`src/rtl/cpu_pkg.sv`:
```
// rtl/cpu_pkg.sv - shared register-file constants and types for the Lou-CPU pipeline
//
// Purpose : register file width/depth constants, the zero-register address
//           and the address/word typedefs used by the decode stage.
// Ports   : none (package)
package cpu_pkg;

    localparam int REG_AW = 5;
    localparam int REG_DW = 32;

    localparam logic [REG_AW-1:0] REG_ZERO = 5'd0;

    typedef logic [REG_AW-1:0] reg_addr_t;
    typedef logic [REG_DW-1:0] word_t;

endpackage

```
`src/rtl/regfile_rd_port.sv`:
```
// rtl/regfile_rd_port.sv - one registered read port of the register file
//
// Purpose : masks address 0 to zero, optionally forwards same-edge write
//           data, and holds the registered output while decode is stalled.
// Ports   : clk, rst_n       - clock, asynchronous active-low reset
//           i_ra             - read address sampled on the rising edge
//           i_mem_data       - storage content at i_ra (pre-write)
//           i_stall          - hold o_rd, ignore i_ra
//           i_we/i_wa/i_wdat - writeback port, present only with REGFILE_BYPASS_EN
//           o_rd             - registered read data
// Config  : REGFILE_BYPASS_EN - same-edge write to the read address returns i_wdat
module regfile_rd_port
    import cpu_pkg::*;
#(
    parameter int DW = REG_DW,
    parameter int AW = REG_AW
) (
    input  logic          clk,
    input  logic          rst_n,
    input  logic [AW-1:0] i_ra,
    input  logic [DW-1:0] i_mem_data,
    input  logic          i_stall,
`ifdef REGFILE_BYPASS_EN
    input  logic          i_we,
    input  logic [AW-1:0] i_wa,
    input  logic [DW-1:0] i_wdat,
`endif
    output logic [DW-1:0] o_rd
);

    logic          w_is_zero;
    logic [DW-1:0] w_next;
    logic [DW-1:0] r_rd;

    assign w_is_zero = (i_ra == AW'(REG_ZERO));

`ifdef REGFILE_BYPASS_EN
    // A write in flight to the same address wins over the stored value;
    // writes to address 0 never forward because the zero mask comes first.
    logic w_hit;
    assign w_hit  = i_we && (i_wa == i_ra);
    assign w_next = w_is_zero ? '0 : (w_hit ? i_wdat : i_mem_data);
`else
    assign w_next = w_is_zero ? '0 : i_mem_data;
`endif

    // Stall gates the register enable, so an unknown address during a stall
    // never reaches the output.
    always_ff @(posedge clk or negedge rst_n) begin
        if (!rst_n) begin
            r_rd <= '0;
        end else if (!i_stall) begin
            r_rd <= w_next;
        end
    end

    assign o_rd = r_rd;

endmodule

```
`src/rtl/reg_file_rd.sv`:
```
// rtl/reg_file_rd.sv - 2-read / 1-write register file with registered read ports
//
// Purpose : general-purpose register file for decode; entry 0 reads as zero,
//           reads are registered, stall freezes the read outputs.
// Ports   : clk, rst_n   - clock, asynchronous active-low reset
//           RegWrite     - write enable from writeback
//           wa, wdat     - write address / data
//           ra1, ra2     - read addresses
//           stall        - hold rd1/rd2/rvalid, writes still complete
//           rd1, rd2     - registered read data
//           rvalid       - rd1/rd2 hold data for a previously sampled address
// Config  : REGFILE_BYPASS_EN - same-edge write/read of one address returns wdat
module reg_file_rd
    import cpu_pkg::*;
#(
    parameter int DW = REG_DW,
    parameter int AW = REG_AW
) (
    input  logic          clk,
    input  logic          rst_n,
    input  logic          RegWrite,
    input  logic [AW-1:0] wa,
    input  logic [DW-1:0] wdat,
    input  logic [AW-1:0] ra1,
    input  logic [AW-1:0] ra2,
    input  logic          stall,
    output logic [DW-1:0] rd1,
    output logic [DW-1:0] rd2,
    output logic          rvalid
);

    localparam int DEPTH = 2 ** AW;

    logic [DW-1:0] r_mem [DEPTH];
    logic          r_rvalid;
    logic          w_we;
    logic [DW-1:0] w_mem_rd1;
    logic [DW-1:0] w_mem_rd2;

    // Entry 0 is never written, so it stays at its reset value of zero.
    assign w_we = RegWrite && (wa != AW'(REG_ZERO));

    always_ff @(posedge clk or negedge rst_n) begin
        if (!rst_n) begin
            for (int i = 0; i < DEPTH; i++) begin
                r_mem[i] <= '0;
            end
        end else if (w_we) begin
            r_mem[wa] <= wdat;
        end
    end

    assign w_mem_rd1 = r_mem[ra1];
    assign w_mem_rd2 = r_mem[ra2];

    regfile_rd_port #(.DW(DW), .AW(AW)) u_port1 (
        .clk        (clk),
        .rst_n      (rst_n),
        .i_ra       (ra1),
        .i_mem_data (w_mem_rd1),
        .i_stall    (stall),
`ifdef REGFILE_BYPASS_EN
        .i_we       (w_we),
        .i_wa       (wa),
        .i_wdat     (wdat),
`endif
        .o_rd       (rd1)
    );

    regfile_rd_port #(.DW(DW), .AW(AW)) u_port2 (
        .clk        (clk),
        .rst_n      (rst_n),
        .i_ra       (ra2),
        .i_mem_data (w_mem_rd2),
        .i_stall    (stall),
`ifdef REGFILE_BYPASS_EN
        .i_we       (w_we),
        .i_wa       (wa),
        .i_wdat     (wdat),
`endif
        .o_rd       (rd2)
    );

    // Once set, rvalid only falls on reset; a stalled edge leaves it alone.
    always_ff @(posedge clk or negedge rst_n) begin
        if (!rst_n) begin
            r_rvalid <= 1'b0;
        end else if (!stall) begin
            r_rvalid <= 1'b1;
        end
    end

    assign rvalid = r_rvalid;

endmodule

```
`config.mk`:
```
export PLATFORM = sky130hd
export DESIGN_NAME = reg_file_rd
export DESIGN_NICKNAME = d
export VERILOG_FILES = /design/src/rtl/cpu_pkg.sv /design/src/rtl/regfile_rd_port.sv /design/src/rtl/reg_file_rd.sv
export SDC_FILE = /design/constraint.sdc
export NUM_CORES = 2
export LEC_CHECK = 0
export CORE_MARGIN = 2
export CORE_UTILIZATION = 30
export CTS_CLUSTER_DIAMETER = 150
export DETAILED_ROUTE_END_ITERATION = 10
export HOLD_SLACK_MARGIN = 0.05
export PLACE_DENSITY_LB_ADDON = 0.2
export SYNTH_ARGS = -nofsm -noshare
export SYNTH_HDL_FRONTEND = slang
export SYNTH_SLANG_ARGS = --single-unit
export TNS_END_PERCENT = 50
```
`constraint.sdc`:
```
create_clock -name clk -period 4.4 [get_ports clk]
set_input_delay 0.88 -clock clk [delete_from_list [all_inputs] [get_ports clk]]
set_output_delay 0.88 -clock clk [all_outputs]
set_load 0.03 [all_outputs]
```
### Word-level counts from Yosys, hierarchy flattened

Cells that the tools add are included.
Widths: inputs -> output; s select.

| storage, ports and cells | value |
|---|---|
| word-level logic and storage cells | 58 |
| flip-flop bits (word level) | 1089 |
| bits of input ports | 51 |
| output and inout port bits | 65 |

| operators by class | value |
|---|---|
| mux-type cells | 11 |
| bitwise gates (word level) | 3 |
| $lt $le $gt $ge | 4 |
| reduce and logical (&&, ||, !) cells | 5 |

Operators by type and width:

| cell | number |
|---|---|
| $bwmux 1024 | 1 |
| $bmux 32 s5 | 2 |
| $mux 32 | 7 |
| $demux 32 s5 | 1 |
| $ge 6x6->1 const B | 3 |
| $not 5->6 | 3 |
| $logic_not 5->1 | 2 |
| $lt 6x1->1 const B | 1 |
| $reduce_bool 5->1 | 1 |
| $logic_and 1x1->1 | 2 |

### Logic depth before layout (Yosys ltp)

| depth | value |
|---|---|
| depth after elaboration | 6 |
| mapped depth | 9 |
| gate-level depth less buffers | 4 |

### Cells and area by module

From an unflattened synthesis, not the netlist that was laid out.

| second synthesis, totals | value |
|---|---|
| cell total of the unflattened synthesis | 4828 |
| area, all modules | 58389.8 sq um |

Modules (own cells, without submodules):

| module | times used | cells an instance | area each (sq um) | seq. area each (sq um) |
|---|---|---|---|---|
| reg_file_rd | 1 | 4612 | 55589.6 | 25649.6 |
| regfile_rd_port | 2 | 108 | 1400.1 | 800.8 |

### Least setup slack after synthesis

OpenSTA, ideal clock, no wires.

| timing | value |
|---|---|
| path kind | input port to flip-flop |
| from | in ra1[1] |
| to | reg u_port1.r_rd[10] (netlist: u_port1.o_rd[10]) |
| required time | 4.262 ns |
| data arrival time | 2.500 ns |
| stages on the path | 7 |
| setup slack | 1.762 ns |
| cell sequence | buf_2 > buf_4 > clkbuf_1 > mux4_2 > mux2_2 > a2111oi_0 > a21oi_1 |

| between the ends | value |
|---|---|
| word-level cells in the longest chain between the ends | 5 |
| elaborated cells on any way between the ends | 6 |

RTL lines:

| element | line | RTL |
|---|---|---|
| start, declared | reg_file_rd.sv:24 | `input logic [AW-1:0] ra1,` |
| $not 5->6 (implied by the code) | reg_file_rd.sv:53 | `assign w_mem_rd1 = r_mem[ra1];` |
| $bmux 32 s5 | reg_file_rd.sv:53 |  |
| $mux 32 (implied by the code) (2 in a row) | reg_file_rd.sv:53 |  |
| $mux 32 (*) | regfile_rd_port.sv:44 | `assign w_next = w_is_zero ? '0 : i_mem_data;` |
| end signal, assigned | regfile_rd_port.sv:53 | `r_rd <= w_next;` |
| end, declared | regfile_rd_port.sv:33 | `logic [DW-1:0] r_rd;` |

Every way passes the cells marked *; elsewhere a longest branch is shown, timed or not. The select of a mux whose other input is x is not followed.
A chain may end at the register's enable or synchronous reset.

### Worst setup path after layout

| timing | value |
|---|---|
| from | reg u_port1.r_rd[19] (netlist: u_port1.o_rd[19]) |
| to | out rd1[19] |

RTL lines:

| element | line | RTL |
|---|---|---|
| end, declared | reg_file_rd.sv:27 | `output logic [DW-1:0] rd1,` |

No word-level cell between the ends.

==> flow_metrics.py <==
metrics = {
    "status": {
        "run_status": "completed",
    },
    "synth": {
        "synth_ff_type": "dfrtp_1",
        "synth-edff-count": 0,
        "syn_area_per_cell_um2": 14.0,
        "synth_seq_cells": 1089,
        "synth_top_area_share_pct": 47.9,
        "synthesis.area_um2": 56800,
        "ys_types": 35,
        "synthCells": 4072,
        "yosysTopAreaCell": "dfrtp_1",
        "yosysSeqAreaShare_pct": 47.9,
        "synth_warnings": 0,
        "yosys-top-cells-area": "dfrtp_1 (48%), mux2_2 (21%), mux4_2 (13%)",
        "synth_nets": 4123,
        "async_flop_share_pct": 100,
    },
    "critical_path": {
        "rr_worst_depth": 4,
        "startpoint_type": "register",
        "r2r_slack_ps": 2260,
        "reg2reg_to": "u_port2.o_rd[1]",
        "worstPathArrival_ps": 2240,
        "worst_path_max_delay_cell": "clkdlybuf4s50_1",
        "crit_fanout": 3,
        "r2r_start": "r_mem[769]",
        "critPathTopFamily": "buffers and inverters",
        "cp.required_ps": 3520,
        "path_class": "register to output pin",
        "critPathMaxStageDelay_ps": 770,
        "cp_cell_sequence": "clkdlybuf4s50_1",
        "endpoint_kind": "output pin",
        "path_buf_inv": 1,
    },
    "timing": {
        "rsz0062_at_grt": "false",
        "slew_headroom_pct": 13.5,
        "final.setup.tns_ps": 0,
        "setup_viol": 0,
        "hold_slack_ps": 175,
        "fmax_mhz": 321,
        "hold_viol": 0,
        "final.period_utilization_pct": 70.9,
        "finalCriticalPeriod_ps": 3120,
        "fin_skew_ps": 25.8,
        "worst_pin_slew_ps": 1290,
        "setup_ws_ps": 1280,
        "slew_violations": 0,
    },
    "clock_network": {
        "clkLatencyLatePin_ps": 780,
        "ctsLongestPathBuffers": 3,
        "clkTransAtPathRegs_ps": 60,
        "cts_root_buf": "clkbuf_16",
        "htree_num_levels": 4,
        "cts_tree": "built",
        "clock_sinks": 1089,
        "cts_hold_buf": 0,
        "postCtsSetupRepairBufs": 0,
        "cts-buffers-inserted": 131,
        "cts_resized": 0,
    },
    "floorplanning": {
        "dieArea_um2": 193000,
        "io_pins": 116,
        "die_w_um": 439,
        "initial_core_util_pct": 30.2,
        "die_h_um": 439,
        "core_region_area_um2": 188000,
        "fp-row-count": 159,
    },
    "placement": {
        "numPortBuffers": 115,
        "place_ws_ps": 662,
        "dp_hpwl_um": 125000,
        "routabilityCongestion": 0.787,
        "place_area_um2": 61500,
        "dp_cells": 6454,
    },
    "route": {
        "drt_iter0_drc": 2355,
        "vias": 37013,
        "antenna_left": 0,
        "viasPerCell": 5.53,
        "routedWlPerCell_um": 29.9,
        "drc": 0,
        "drt_wl_total_um": 200000,
        "firstDrtPassIters": 5,
    },
    "pwr": {
        "pwr_density_cell_nw_per_um2": 453,
        "power_mw": 29.8,
        "leakagePower_nw": 28.3,
        "peakVddDrop_mv": 0.408,
    },
    "global_routing": {
        "gr-total-overflow": 0,
        "grt_usage_pct": 20.8,
        "grt_pass1_vias": 38927,
        "grt_first_pass_wirelength_um": 292000,
        "grt_max_degree": 102,
        "antenna_found_initial": 15,
    },
    "finish": {
        "fin_util_pct": 35.0,
        "stdcell_count": 6692,
        "drive_gt1_share_pct": 44.2,
        "design_area_um2": 65800,
        "area_growth_syn_to_layout_pct": 15.7,
        "nFillCells": 18124,
        "multi_input_area_um2": 27700,
        "ff_latch_area_um2": 27300,
        "nNetsFinal": 4143,
    },
    "flow_run": {
        "max_cap_viol_count": 0,
    },
    "worst_hold_path": {
        "hp-class": "primary input to async pin",
    },
}
## per-layer routing
metal / vias up / routed length, µm / track usage (%)
met5: - / 27 / 0
met4: 6 / 6320 / 6.65
met3: 331 / 8910 / 3.44
met2: 874 / 96900 / 34.4
met1: 20246 / 88000 / 27.7
li1: 15556 / - / -
## registers in the layout, indices dropped and copies added, names as in the netlist
register / cells
r_mem: 1024
rvalid: 1
u_port2.o_rd: 32
u_port1.o_rd: 32
## where the power goes
part           internal, mW  leakage (nW)  switching (mW)
sequential             11.9          14.0            1.42
clock                  6.32          2.09            4.52
combinational          3.27          12.3            2.37
## layout make-up
type,instances,area share [%]
Clock inverter,39,0.605
Multi-Input combinational cell,2538,42.2
Tap cell,2495,4.75
Antenna cell,5,0.0190
Clock buffer,194,5.81
Sequential cell,1089,41.4
Timing Repair Buffer,332,5.21
## cells by family after synthesis
family / after synthesis / share of synthesized area [%]
multiplexers: 1758 / 40.4
AND/OR/NAND/NOR: 334 / 2.90
AO/OA/AOI/OAI: 446 / 5.07
buffers and inverters: 445 / 3.69
flip-flops: 1089 / 47.9
## worst max-delay path by stage
stage | slack [ps] | cells past startpoint | endpoint | startpoint
5_1_grt | 1260 | 1 | rd1[19] | u_port1.o_rd[19]
6_report | 1280 | 1 | rd1[19] | u_port1.o_rd[19]
3_5_place_dp | 660 | 6 | u_port2.o_rd[1] | ra2[0]
3_3_place_gp | 590 | 6 | u_port2.o_rd[1] | ra2[0]
4_1_cts | 1210 | 1 | rd1[19] | u_port1.o_rd[19]
2_1_floorplan | 1760 | 7 | u_port1.o_rd[10] | ra1[1]
## placed cells by master, fill, tap and decap left out, types with 9 or more instances in the layout
master           count
clkinv_2            21
mux2_2            1054
clkbuf_8            24
clkdlybuf4s50_1    103
clkbuf_1            36
o22ai_1            124
or4_1               64
nand3b_1             9
a22o_1              60
nor2_4              16
dfrtp_1           1089
o21ai_0             62
mux2i_1            380
nor2_1             128
a21oi_1            126
nand2_1             66
nand2_2             13
clkbuf_16          134
buf_4              168
buf_12              52
mux4_2             324
a2111oi_0           65
## Yosys cell counts (5+ instances only)
cell type and number:
or4_1 64, dfrtp_1 1089, buf_1 50, clkbuf_1 266, buf_4 19, o22ai_1 124, o21ai_0 62, a22o_1 60
a21oi_1 126, mux2_2 1054, nand2b_1 5, buf_6 34, buf_2 74, nor2_1 144, nand2_1 81, a2111oi_0 66
nand3b_1 9, mux2i_1 380, mux4_2 324, nor3_1 5
Note: power is estimated with default switching activity, not from simulation.
